File: config.mk
export PLATFORM = sky130hd
export DESIGN_NAME = spi_master_ctrl
export DESIGN_NICKNAME = d
export VERILOG_FILES = /design/src/rtl/spi_master_ctrl.sv
export SDC_FILE = /design/constraint.sdc
export NUM_CORES = 1
export LEC_CHECK = 0
export ABC_AREA = 1
export CAP_MARGIN = 5
export CORE_ASPECT_RATIO = 0.9
export CORE_MARGIN = 5
export CORE_UTILIZATION = 55
export CTS_BUF_LIST = sky130_fd_sc_hd__clkbuf_2
export DETAILED_ROUTE_END_ITERATION = 10
export PLACE_DENSITY_LB_ADDON = 0.15
export SLEW_MARGIN = 25
export SYNTH_ARGS = -nofsm -noshare
export SYNTH_HDL_FRONTEND = slang
export SYNTH_SLANG_ARGS = --single-unit
File: constraint.sdc
create_clock -name clk -period 2.4 [get_ports clk]
set_clock_uncertainty 0.05 [all_clocks]
set_input_delay 0.36 -clock clk [delete_from_list [all_inputs] [get_ports clk]]
set_output_delay 0.36 -clock clk [all_outputs]
set_load 0.01 [all_outputs]
File: src/rtl/spi_master_ctrl.sv
// rtl/spi_master_ctrl.sv - SPI master: 10-bit command shifter with read-data capture
module spi_master_ctrl #(
    parameter int unsigned READ_WAIT = 2,
    parameter int unsigned SS_IDLE   = 1
) (
    input  logic       clk,
    input  logic       rst,
    input  logic       cmd_valid,
    output logic       cmd_ready,
    input  logic [9:0] cmd_data,
    output logic       rx_valid,
    output logic [7:0] rx_data,
    output logic       busy,
    output logic       SS_n,
    output logic       MOSI,
    input  logic       MISO
);

    typedef enum logic [2:0] {
        IDLE,
        START,
        SHIFT,
        WAIT_RD,
        CAPTURE,
        END
    } state_t;

    // END always lasts at least one cycle so SS_n is seen high between frames
    localparam int unsigned END_CYCLES = (SS_IDLE == 0) ? 1 : SS_IDLE;
    localparam logic [15:0] WAIT_LAST  = (READ_WAIT == 0) ? 16'd0 : 16'(READ_WAIT - 1);
    localparam logic [15:0] END_LAST   = 16'(END_CYCLES - 1);

    state_t      state_q, state_d;
    logic [9:0]  cmd_q, cmd_d;
    logic [3:0]  bit_cnt_q, bit_cnt_d;
    logic [15:0] wait_cnt_q, wait_cnt_d;
    logic [7:0]  shift_q, shift_d;
    logic [7:0]  rx_data_q, rx_data_d;
    logic        rx_valid_q, rx_valid_d;
    logic        ss_n_q, ss_n_d;
    logic        mosi_q, mosi_d;
    logic        busy_q, busy_d;
    logic        cmd_ready_q, cmd_ready_d;

    // Next-state, counters, command latch and MISO capture
    always_comb begin
        state_d    = state_q;
        cmd_d      = cmd_q;
        bit_cnt_d  = bit_cnt_q;
        wait_cnt_d = wait_cnt_q;
        shift_d    = shift_q;
        rx_data_d  = rx_data_q;
        rx_valid_d = 1'b0;
        case (state_q)
            IDLE: begin
                bit_cnt_d  = 4'd0;
                wait_cnt_d = 16'd0;
                if (cmd_valid) begin
                    cmd_d   = cmd_data;
                    state_d = START;
                end
            end
            START: begin
                bit_cnt_d = 4'd0;
                state_d   = SHIFT;
            end
            SHIFT: begin
                if (bit_cnt_q == 4'd9) begin
                    bit_cnt_d  = 4'd0;
                    wait_cnt_d = 16'd0;
                    if (cmd_q[9:8] == 2'b11) begin
                        state_d = (READ_WAIT == 0) ? CAPTURE : WAIT_RD;
                    end else begin
                        state_d = END;
                    end
                end else begin
                    bit_cnt_d = bit_cnt_q + 4'd1;
                end
            end
            WAIT_RD: begin
                if (wait_cnt_q == WAIT_LAST) begin
                    wait_cnt_d = 16'd0;
                    bit_cnt_d  = 4'd0;
                    state_d    = CAPTURE;
                end else begin
                    wait_cnt_d = wait_cnt_q + 16'd1;
                end
            end
            CAPTURE: begin
                shift_d = {shift_q[6:0], MISO};
                if (bit_cnt_q == 4'd7) begin
                    rx_data_d  = shift_d;
                    rx_valid_d = 1'b1;
                    bit_cnt_d  = 4'd0;
                    wait_cnt_d = 16'd0;
                    state_d    = END;
                end else begin
                    bit_cnt_d = bit_cnt_q + 4'd1;
                end
            end
            END: begin
                if (wait_cnt_q == END_LAST) begin
                    wait_cnt_d = 16'd0;
                    state_d    = IDLE;
                end else begin
                    wait_cnt_d = wait_cnt_q + 16'd1;
                end
            end
            default: begin
                state_d = IDLE;
            end
        endcase
    end

    // Output values for the upcoming state, so registered outputs line up with it
    always_comb begin
        ss_n_d      = (state_d == IDLE) || (state_d == END);
        mosi_d      = (state_d == SHIFT) ? cmd_d[4'd9 - bit_cnt_d] : 1'b0;
        busy_d      = (state_d != IDLE);
        cmd_ready_d = (state_d == IDLE);
    end

    // State and output registers with synchronous reset
    always_ff @(posedge clk) begin
        if (rst) begin
            state_q     <= IDLE;
            cmd_q       <= 10'd0;
            bit_cnt_q   <= 4'd0;
            wait_cnt_q  <= 16'd0;
            shift_q     <= 8'd0;
            rx_data_q   <= 8'd0;
            rx_valid_q  <= 1'b0;
            ss_n_q      <= 1'b1;
            mosi_q      <= 1'b0;
            busy_q      <= 1'b0;
            cmd_ready_q <= 1'b1;
        end else begin
            state_q     <= state_d;
            cmd_q       <= cmd_d;
            bit_cnt_q   <= bit_cnt_d;
            wait_cnt_q  <= wait_cnt_d;
            shift_q     <= shift_d;
            rx_data_q   <= rx_data_d;
            rx_valid_q  <= rx_valid_d;
            ss_n_q      <= ss_n_d;
            mosi_q      <= mosi_d;
            busy_q      <= busy_d;
            cmd_ready_q <= cmd_ready_d;
        end
    end

    // cmd_ready is held low while reset is asserted
    assign cmd_ready = cmd_ready_q & ~rst;
    assign rx_valid  = rx_valid_q;
    assign rx_data   = rx_data_q;
    assign busy      = busy_q;
    assign SS_n      = ss_n_q;
    assign MOSI      = mosi_q;

endmodule

# Yosys cells after proc, flatten, opt, wreduce, memory -nomap -nowiden

Cells that the tools add are included.

Register bits after elaboration: 53
Bits in latches: 0
Bits in writable memories: 0
Bits in read-only memories: 0
Input port bits: 14
Output and inout bits: 13
Logic and storage cells: 64
Memories: 0

$add $sub $neg: 3
Multipliers: 0
Divide/modulo/power cells: 0
$lt $le $gt $ge: 1
Equal/unequal tests: 13
Shift operators: 0
Multiplexer cells: 21
Bitwise operators: 4
Reduce and logical (&&, ||, !) cells: 11

Operator list:

| kind                                                                         | number |
|---|---|
| 16-bit case mux with 5 select lines                                          | 1 |
| 16-bit 2-to-1 mux                                                            | 4 |
| 10-bit 2-to-1 mux                                                            | 2 |
| 3-bit 2-to-1 mux                                                             | 6 |
| 3-bit case mux with 6 select lines                                           | 1 |
| 16-bit by 1-bit adder with 16-bit output, second input constant              | 1 |
| 16-bit by 1-bit equality test with 1-bit output, second input constant       | 1 |
| 16-bit zero test                                                             | 1 |
| 4-bit case mux with 4 select lines                                           | 1 |
| 4-bit 2-to-1 mux                                                             | 3 |
| 3-bit by 2-bit equality test with 1-bit output, second input constant        | 3 |
| 3-bit equality test, second input constant                                   | 3 |
| 3-bit zero test                                                              | 2 |
| 2-bit OR reduction                                                           | 3 |
| 4-bit by 5-bit less-than comparator with 1-bit output, second input constant | 1 |
| 5-bit nonzero test                                                           | 1 |
| 4-bit by 1-bit adder with 4-bit output, second input constant                | 1 |
| 1-bit binary-select mux with 4-bit select                                    | 1 |
| 4-bit by 3-bit equality test with 1-bit output, second input constant        | 1 |
| 4-bit equality test, second input constant                                   | 1 |
| 2-bit != test, second input constant                                         | 2 |
| 4-bit subtractor, first input constant                                       | 1 |
| 3-bit by 1-bit equality test with 1-bit output, second input constant        | 1 |
| 1-bit NOT                                                                    | 3 |
| other kinds (7)                                                              | 8 |

# Logic depth before layout (Yosys ltp)

Word-level depth: 7
Gate-level depth with buffers: 15
Gate-level depth less buffers: 15

# Least setup slack after synthesis

No wires, ideal clock.

Path type: register to register
From: reg bit_cnt_q[0]
To: reg wait_cnt_q[11]
Setup time: 128 ps
Data arrival time: 1,586 ps
Required time: 2,222 ps
Path slack: 636 ps
Stages on the path, launching flop included: 10
Buffers on the path: 1
Period minus slack after synthesis: 1,764 ps
Cell sequence: dfxtp_1 ha_1 inv_1 nor3_4 nand2_4 nand3_4 nand2_4 o21ai_2 buf_6 nor3_2

Longest elaborated chain between the ends: 3
Elaborated cells between the ends (all ways): 5
Classes of those cells: 4 x eq/ne; 1 x reduce/logical

Ends and longest elaborated chain:

| what                                                                                         | RTL line | text |
|---|---|---|
| from (decl)                                                                                  | 35       | `logic [3:0] bit_cnt_q, bit_cnt_d;` |
| from (signal assigned)                                                                       | 140      | `bit_cnt_q <= bit_cnt_d;` |
| 4-bit by 3-bit equality test with 1-bit output / 4-bit equality test (equally long branches) | 91, 68   |  |
| 2-bit != test (no source line)                                                               | n/a      |  |
| 3-bit AND reduction (no source line) (*)                                                     | n/a      |  |
| to (signal assigned)                                                                         | 141      | `wait_cnt_q <= wait_cnt_d;` |
| to (decl)                                                                                    | 36       | `logic [15:0] wait_cnt_q, wait_cnt_d;` |

Mark *: on every way between the ends. The rest lies on a longest branch, timed or not.
A chain may end at the register's enable or synchronous reset.

# Worst setup path after layout

From: reg bit_cnt_q[1]
To: reg wait_cnt_q[11]

Same word-level chain as after synthesis.

==> impl_results.md <==
* Post-synth cell types at 42
* VDD IR max at 350.3 uV
* Max-Cap Viols at 0
* RSZ-0062 raised after global routing: false
* Die area at 6498 sq um
* Post-synth EDFFs at 0
* Prevailing post-synth register cell: dfxtp_1
* H-tree depth at 2
* GRT Max-Usage Layer: met2
* Syn nets at 386
* CP arrival at 2.34 ns
* Chip height at 76.98 microns
* Initial DRC Count at 122
* Drt first pass iters at 4
* #FFs+latches synth at 53
* Worst setup margin at 0.3397 ns
* Initial core utilization at 56.70%
* Largest net degree at the start of global routing at 21
* Logic pwr share at 18.0%
* Setup_tns at 0 ns
* Global-route wire length before repair at 9301 microns
* CTS tree: done
* Hold EP: rx_data[0]
* Yosys warnings at 0
* Mapped cell area at 2741 sq um
* CP Max Fanout at 15
* Initial antenna violation count at 0
* Post-DP HPWL at 4043 microns
* I/O Pins at 27
* Pwr per Cell Area at 500.6 nW/um^2
* Cell repeated most along the worst path: nand2_4
* Critical Path Max Stage Delay at 0.43 ns
* Int Pwr at 0.001091 W
* Final hold violation count at 0
* Hold Buf Count CTS at 0
* IO Port Bufs at 26
* Avg Inst Size Synth at 7.470 sq um
* Synth Area in Compound Gates at 11.55%
* Simple-Gate Fraction of Synth Area at 35.51%
* Tcrit/Tclk final at 85.84%
* Routed WL per cell at 11.73 microns
* Critical path's top delay family: simple AND/OR/NAND/NOR gates
* Slew of the pin with the lowest slew margin at 0.3561 ns
* Worst-skew pair later-pin latency at 0.42 ns
* Status: finished, final reports clean
* Final-report max-slew violation count at 0
* Worst R2R End: wait_cnt_q[11]
* NetSw at 0.0004501 W
* Post-synthesis xor/xnor area fraction at 0.9585%
* Final setup fails at 0
* Hold path depth at 3
* CP Data Required Time at 2.68 ns
* Worst path cell trace: ha_1 > inv_1 > nor3_4 > nand2_4 > nand3_4 > nand2_4 > clkinv_2 > nand2_4 > nor4_1 > nor3_2
* Row count at 24
* Flop2flop setup slack at 0.34 ns
* Total CTS buffers at 5
* Worst min path class: input pin to flop
* Die W at 84.42 microns
* Post-synthesis mux area share at 0.7303%
* Clk pin slew, worst setup/hold paths at 0.26 ns
* Root cell of the clock tree: clkbuf_2
* Buffer count from post-CTS setup fixing at 0
* Layout cells sized above 1 at 13.67%
* Tmin final at 2.060 ns
* Slowest cell on crit path: dfxtp_1
* Largest family of logic cells by synthesized area: simple AND/OR/NAND/NOR gates
* Final ANT Viol Nets at 0
* # diodes at 0
* Slew headroom at 76.23%
* Crit. End Element: flop
* Fin nets at 413
* Ys async rst share at 0%
* Vias per cell at 5.002
* R2R cell count at 10
* CP bufs+invs at 2
* Placeable Area at 4835 sq um
* Adder-cell share of the synthesized area at 2.282%
* Fillers at 463
* Static Leakage at 1.326 nW
* Sequential power share at 60.3%
* Setup slack at placement at 0.3629 ns
* Number of global-route vias before repair at 2139
* Gate Count Post-Synth at 367
* GR Util met3 at 3.430%
* Sw Ratio at 29.20%
* CTS Sinks at 53
* Clk pwr share at 21.8%
* Routed WL at 5394 microns
* CTS resizes at 0
* Met1 GRT Util at 23.69%
* R2r startpoint: bit_cnt_q[1]
* Startpoint class of the critical path: flop
* GRT Total Usage at 16.95%
* Fmax at 485.4 MHz
* Clock buffer depth at 2
* Area grow syn2layout at 12.32%
* Overflow after GRT at 0
* GR Util met2 at 26.74%
* Critical path class: flop to flop
* Post-synthesis sequential area ratio at 38.70%
* GP Congestion at 0.8466
* DRC at 0
* Setup crit start: bit_cnt_q[1]
* Hold_sp: MISO
* Via count at 2301
flip-flops by register name, indices dropped and copies added (netlist names):
name and count:
MOSI 1, SS_n 1, bit_cnt_q 4, busy 1
cmd_q 10, cmd_ready_q 1, rx_data 8, rx_valid 1
shift_q 7, state_q 3, wait_cnt_q 16
synthesized netlist by cell type, types with 5 or more instances:
master,instances,share of area (%)
nand2_1,70,9.6
dfxtp_1,53,39
nor2_1,52,7.1
inv_1,46,6.3
nand3_1,26,4.7
o21ai_0,18,3.3
a21oi_1,11,2.0
nand4_1,9,2.1
nand2_4,6,2.5
nor2_2,6,1.4
buf_6,5,2.1
ha_1,5,2.3
inv_2,5,0.68
o21a_1,5,1.4
kinds of logic after synthesis:
family,after synthesis
AOI/OAI and AO/OA,48
xor gates and xnor gates,3
adders and majority gates,5
buffers and inverters,63
DFF,53
muxes,2
and+or+nand+nor,193
per-stage QoR:
stage	hold WS (ns)	cells	total power (W)	util (%)	area, sq um
finish	0.4076	460	0.001541	63.69	3079
global route	0.3533	460	0.001635	63.69	3079
CTS	0.3891	460	0.001558	63.69	3079
detailed placement	0.3972	452	0.001222	62.81	3037
global placement	0.3808	452	0.001217	62.81	3037
floorplan	0.3688	367	0.001149	-	2741
how the worst max path moves through the flow:
stage	slack, ns	end	depth (start not counted)
6_report	0.34	wait_cnt_q[11]	10
5_1_grt	0.16	wait_cnt_q[10]	11
4_1_cts	0.34	wait_cnt_q[11]	10
3_5_place_dp	0.36	wait_cnt_q[11]	10
3_3_place_gp	0.38	MOSI	10
2_1_floorplan	0.64	wait_cnt_q[11]	9
power by group through the flow:
stage          Sequential (W)  Combinational (W)  Clock (W)
2_1_floorplan        0.000947           0.000202          0
3_5_place_dp         0.000946           0.000277          0
3_3_place_gp         0.000945           0.000272          0
4_1_cts              0.000929           0.000278   0.000351
6_report             0.000929           0.000277   0.000336
5_1_grt              0.000933           0.000309   0.000393
worst min-delay path, stage by stage:
cell	delay, ns
clkdlybuf4s50_1	0.41
nand2_1	0.07
nand2_1	0.04
routing by layer:
metal	share of wire [%]	vias to the layer above
met5	0	-
met4	1.0	0
met3	3.4	8
met2	46	34
met1	50	1033
li1	-	1226
cell usage in the layout, fill, tap and decap left out, types with 4 or more instances in the layout:
cell and count:
nand2_1 70, dfxtp_1 53, nor2_1 52, inv_1 46
nand3_1 26, clkdlybuf4s50_1 26, o21ai_0 18, a21oi_1 11
nand4_1 9, nand2_4 6, nor2_2 6, inv_2 5
o21a_1 5, ha_1 5, clkbuf_2 5, nor3_2 4
nand2_2 4, o21ai_1 4, buf_4 4
cell type report:
class                   instances  area [sq um]  area share [%]
clock buffers                   5         25.02          0.8127
multi-input cells             251          1399           45.43
repair buffers                 30         290.3           9.427
clock inverters                 3         17.52          0.5689
inverters                      53         205.2           6.664
well taps                      65         81.33           2.641
flip-flops and latches         53          1061           34.46
Note: power is estimated with default switching activity, not from simulation.
